`src/rtl/vh_result_misr.sv`:
```
// Result-bus MISR: folds each accepted y_in into a running signature over a programmed
// number of vectors, then compares against a golden value. Optional VH_MISR_LAST_EN adds last_y.
module vh_result_misr #(
    parameter int               Y_W   = 90,
    parameter int               SIG_W = 32,
    parameter int               CNT_W = 16,
    parameter logic [SIG_W-1:0] POLY  = 32'h04C11DB7,
    parameter logic [SIG_W-1:0] SEED  = 32'hFFFFFFFF
) (
    input  logic             clk,
    input  logic             rst,
    input  logic             start,
    input  logic [CNT_W-1:0] num_vec,
    input  logic [SIG_W-1:0] exp_sig,
    input  logic             in_valid,
    output logic             in_ready,
    input  logic [Y_W-1:0]   y_in,
    output logic [SIG_W-1:0] sig,
    output logic [CNT_W-1:0] vec_count,
`ifdef VH_MISR_LAST_EN
    output logic [Y_W-1:0]   last_y,
`endif
    output logic             busy,
    output logic             done,
    output logic             match
);

    localparam int N_CHUNK = (Y_W + SIG_W - 1) / SIG_W;

    typedef enum logic [1:0] {
        ST_IDLE = 2'd0,
        ST_RUN  = 2'd1,
        ST_DONE = 2'd2
    } state_t;

    state_t             state_q, state_d;
    logic [SIG_W-1:0]   sig_q, sig_d;
    logic [CNT_W-1:0]   vec_count_q, vec_count_d;
    logic [CNT_W-1:0]   target_q, target_d;
    logic               match_q, match_d;
    logic               first_q, first_d;

    logic [N_CHUNK*SIG_W-1:0] y_pad;
    logic [SIG_W-1:0]         fold;
    logic [SIG_W-1:0]         misr_next;
    logic                     accept;

    always_comb begin
        y_pad = '0;
        y_pad[Y_W-1:0] = y_in;
        fold = '0;
        for (int i = 0; i < N_CHUNK; i++) begin
            fold = fold ^ y_pad[i*SIG_W +: SIG_W];
        end
        misr_next = {sig_q[SIG_W-2:0], 1'b0} ^ (sig_q[SIG_W-1] ? POLY : '0) ^ fold;
    end

    assign in_ready = (state_q == ST_RUN);
    assign accept   = in_valid & in_ready;

    always_comb begin
        state_d     = state_q;
        sig_d       = sig_q;
        vec_count_d = vec_count_q;
        target_d    = target_q;
        match_d     = match_q;
        first_d     = 1'b0;
        case (state_q)
            ST_IDLE, ST_DONE: begin
                if (start) begin
                    sig_d       = SEED;
                    vec_count_d = '0;
                    target_d    = num_vec;
                    match_d     = 1'b0;
                    if (num_vec == '0) begin
                        state_d = ST_DONE;
                        first_d = 1'b1;
                    end else begin
                        state_d = ST_RUN;
                    end
                end else if (state_q == ST_DONE && first_q) begin
                    // golden compare is latched once; later exp_sig changes are ignored
                    match_d = (sig_q == exp_sig);
                end
            end
            ST_RUN: begin
                if (accept) begin
                    vec_count_d = vec_count_q + CNT_W'(1);
                    sig_d       = misr_next;
                    if (vec_count_d == target_q) begin
                        state_d = ST_DONE;
                        first_d = 1'b1;
                    end
                end
            end
            default: state_d = ST_IDLE;
        endcase
    end

    always_ff @(posedge clk) begin
        if (rst) begin
            state_q     <= ST_IDLE;
            sig_q       <= SEED;
            vec_count_q <= '0;
            target_q    <= '0;
            match_q     <= 1'b0;
            first_q     <= 1'b0;
        end else begin
            state_q     <= state_d;
            sig_q       <= sig_d;
            vec_count_q <= vec_count_d;
            target_q    <= target_d;
            match_q     <= match_d;
            first_q     <= first_d;
        end
    end

`ifdef VH_MISR_LAST_EN
    logic [Y_W-1:0] last_y_q, last_y_d;

    assign last_y_d = accept ? y_in : last_y_q;

    always_ff @(posedge clk) begin
        if (rst) last_y_q <= '0;
        else     last_y_q <= last_y_d;
    end

    assign last_y = last_y_q;
`endif

    assign sig       = sig_q;
    assign vec_count = vec_count_q;
    assign busy      = (state_q == ST_RUN);
    assign done      = (state_q == ST_DONE);
    assign match     = match_q;

endmodule

```
`config.mk`:
```
export PLATFORM = sky130hd
export DESIGN_NAME = vh_result_misr
export DESIGN_NICKNAME = d
export VERILOG_FILES = /design/src/rtl/vh_result_misr.sv
export SDC_FILE = /design/constraint.sdc
export NUM_CORES = 1
export LEC_CHECK = 0
export BUFFER_PORTS_ARGS = -buffer_cell sky130_fd_sc_hd__buf_2
export CORE_MARGIN = 5
export CORE_UTILIZATION = 25
export DETAILED_ROUTE_END_ITERATION = 16
export HOLD_SLACK_MARGIN = 0.02
export PLACE_DENSITY = 0.56
export SYNTH_ARGS = -nofsm -noshare
export SYNTH_HDL_FRONTEND = slang
export SYNTH_SLANG_ARGS = --single-unit
export TNS_END_PERCENT = 20
```
`constraint.sdc`:
```
create_clock -name clk -period 2.11 [get_ports clk]
set_input_delay 0.633 -clock clk [delete_from_list [all_inputs] [get_ports clk]]
set_output_delay 0.633 -clock clk [all_outputs]
set_load 0.02 [all_outputs]
```
==> metrics.md <==
| Metric | Value |
|---|---|
| Placed cell areas | `0.00598 mm2` |
| VDD IR max | `approximately 0.37 mV` |
| Clock-pin slew on the worst setup and hold paths | `0.06 ns` |
| Final setup skew | `around 0.0065 ns` |
| Fraction of layout cells with a size suffix above 1 | `35.1%` |
| Clk_lat worst skew | `0.33 ns` |
| Post-Syn Area | `0.00466 mm2` |
| Hold Path Class | `flop to flop` |
| Synth warn | `0` |
| Reg2Reg Setup Slack | `0.25 ns` |
| Syn Nets | `700` |
| Cts repair resizes | `0` |
| Initial antenna violation count | `0` |
| Post-synth EDFFs | `0` |
| Avg Synthesized Cell Area | `between 8 and 9 um2` |
| Antenna-violating nets left | `0` |
| CTS sink count | `between 60 and 70` |
| CP arrival | `2.08 ns` |
| RSZ-0062 raised after global routing | `false` |
| CTS Buf Count | `9` |
| Most numerous cell in the Yosys netlist | `xnor2_1` |
| Port Buffer Count | `193` |
| CTS tree | `built` |
| Final period util | `between 80 and 90%` |
| Pwr Total | `0.00415 W` |
| Final worst slack | `0.251 ns` |
| Slew margin rel. | `69.2%` |
| ANT cells | `0` |
| WP data required | `2.34 ns` |
| Hold Path End | `target_q[15]` |
| NumNets Final | `895` |
| Grt total ovfl | `0` |
| Post-DR wirelength/cell | `~15 um` |
| Core Rows | `50` |
| P&R area growth vs syn | `36.1%` |
| DP Wirelength | `12.0 mm` |
| Final setup vio count | `0` |
| FMAX | `0.538 GHz` |
| Hold_sp | `target_q[15]` |
| TNS Setup | `0 ns` |
| Number of H-tree levels | `3` |
| Reg-to-reg endpoint | `state_q[0]` |
| R2R cell count | `6` |
| Clk buf depth | `2` |
| R2R Path Start | `vec_count[1]` |
| Hold Crit Depth | `2` |
| Hold_buf cts | `0` |
| Global-route wire length before repair | `23.6 mm` |
| Power per cell area | `roughly 650 mW/mm2` |
| 1st-pass router iterations | `4` |
| Top-area cell type share of the netlist area | `29.2%` |
| FILL cells | `1944` |
| Post-synthesis sequential area ratio | `between 20% and 30%` |
| Number of global-route vias before repair | `4255` |
| Syn Inst Count | `roughly 560` |
| Reported max-cap violation count | `0` |
| Final WL | `15.3 mm` |
| Asr flop ratio synth | `0%` |
| Chip Height | `147 um` |
| Worst-path maximum fanout | `3` |
| CP startpoint kind | `flop` |
| Area of the multi-input gates | `0.00308 mm2` |
| Synth area leaders | `dfxtp_1 29%, xnor2_1 22%, xor2_1 8.1%` |
| Routed via count | `4422` |
| Register area | `0.00136 mm2` |
| Design area | `0.00634 mm2` |
| Critical Path End Type | `flop` |
| Ys flop type | `dfxtp_1` |
| Dominant cell type by area after synthesis | `dfxtp_1` |
| Fin crit period | `~1.9 ns` |
| Remaining routing DRC violations | `0` |
| Gr usage total | `between 10% and 20%` |
| Worst Setup Path Type | `flop to flop` |
| Max-slew violations | `0` |
| GPL Wtd Cong | `0.796` |
| Starting Density | `25.2%` |
| Fin. Hold Viols | `0` |
| Pin count of the biggest net entering global routing | `47` |
| I/O pin count | `194` |
| Post-CTS setup repair buffer count | `0` |
| Status | `completed` |
| Root cell of the clock tree | `clkbuf_16` |
| Measured slew at the worst slew-check pin | `0.463 ns` |
| Most instantiated cells after synthesis | `116 x xnor2_1, 68 x dfxtp_1, 44 x nand2_1, 43 x a21oi_1, 43 x xor2_1` |
| Initial DRC Count | `152` |
| Lkg Pwr | `2.60 nW` |
| Die width | `between 100 and 150 um` |
| Unique masters post-synth | `59` |
| Via-to-Cell Ratio | `roughly 4.5` |
| DIE AREA | `0.0215 mm2` |
| Synth Register Bits | `68` |
| Core area | `approximately 0.019 mm2` |
| Dpl ws | `-0.000486 ns` |
==> per-layer routing <==
metal	track usage, %	up-vias	wire, um
li1	-	2295	-
met4	2.82	0	116
met2	23.4	145	7150
met1	17.5	1972	6920
met3	4.66	10	1090
met5	0	-	0
==> cells in the final DEF, fill, tap and decap left out, types with 4 or more instances in the layout <==
cell       count
bufinv_16      4
inv_1          5
nor2_1        39
xnor2_1      116
buf_4         22
nor3_1        34
nor4_1         9
buf_12         5
nand4_1       14
or2_2         11
o21bai_1      21
a21oi_1       43
buf_2        193
dfxtp_1       68
o21ai_0       12
nand2_1       44
xor2_1        43
nand3_1        7
clkbuf_16      9
==> registers in the layout, indices dropped and copies added (netlist names) <==
register and flops:
first_q 1, match 1, sig 32, state_q 2, target_q 16, vec_count 16
==> kinds of logic (layout without fill, tap and decap cells) <==
| kind of cell | after synthesis | after routing | synth area share, % |
|---|---|---|---|
| compound gates | 97 | 97 | 13.0 |
| xor+xnor | 159 | 159 | 29.9 |
| fa+ha+maj | 1 | 1 | 0.268 |
| buf+inv | 41 | 240 | 4.97 |
| flops | 68 | 68 | 29.2 |
| mux | 2 | 2 | 0.456 |
| simple gates | 189 | 189 | 22.2 |
==> critical path, stage by stage (launching register included) <==
cell and delay (ns):
dfxtp_1 0.39, ha_1 0.24, nand4_1 0.22, nor4_4 0.26
xnor2_1 0.18, nand4_2 0.16, o31a_1 0.32
==> power breakdown <==
| group | total (W) | switching [W] | internal (W) |
|---|---|---|---|
| Clock | 0.00185 | 0.000577 | 0.00127 |
| Sequential | 0.00140 | 0.0000673 | 0.00134 |
| Combinational | 0.000895 | 0.000455 | 0.000440 |
==> worst max-delay path by stage <==
stage                            start          to  slack, ns
after floorplan           vec_count[0]  state_q[0]       0.08
after global placement     num_vec[11]  state_q[1]       0.04
after detailed placement   num_vec[11]  state_q[1]    -0.0005
after CTS                 vec_count[1]  state_q[0]       0.22
after global routing      vec_count[1]  state_q[0]       0.11
final                     vec_count[1]  state_q[0]       0.25
==> per-stage QoR <==
step,util [%],instances,hold slack (ns)
after floorplan,-,557,0.446
after global placement,32.3,975,0.458
after detailed placement,32.3,975,0.461
after CTS,34.3,990,0.468
after global routing,34.3,990,0.479
final,34.3,990,0.465
==> cell type report <==
class | count | share of cell area, %
multi-input combinational | 448 | 48.5
sequential | 68 | 21.5
timing repair buffer | 220 | 19.4
tap | 234 | 4.61
clock buffer | 9 | 3.55
clock inverter | 6 | 2.17
inverter | 5 | 0.296
No activity file was read; power rests on OpenSTA's default activity.
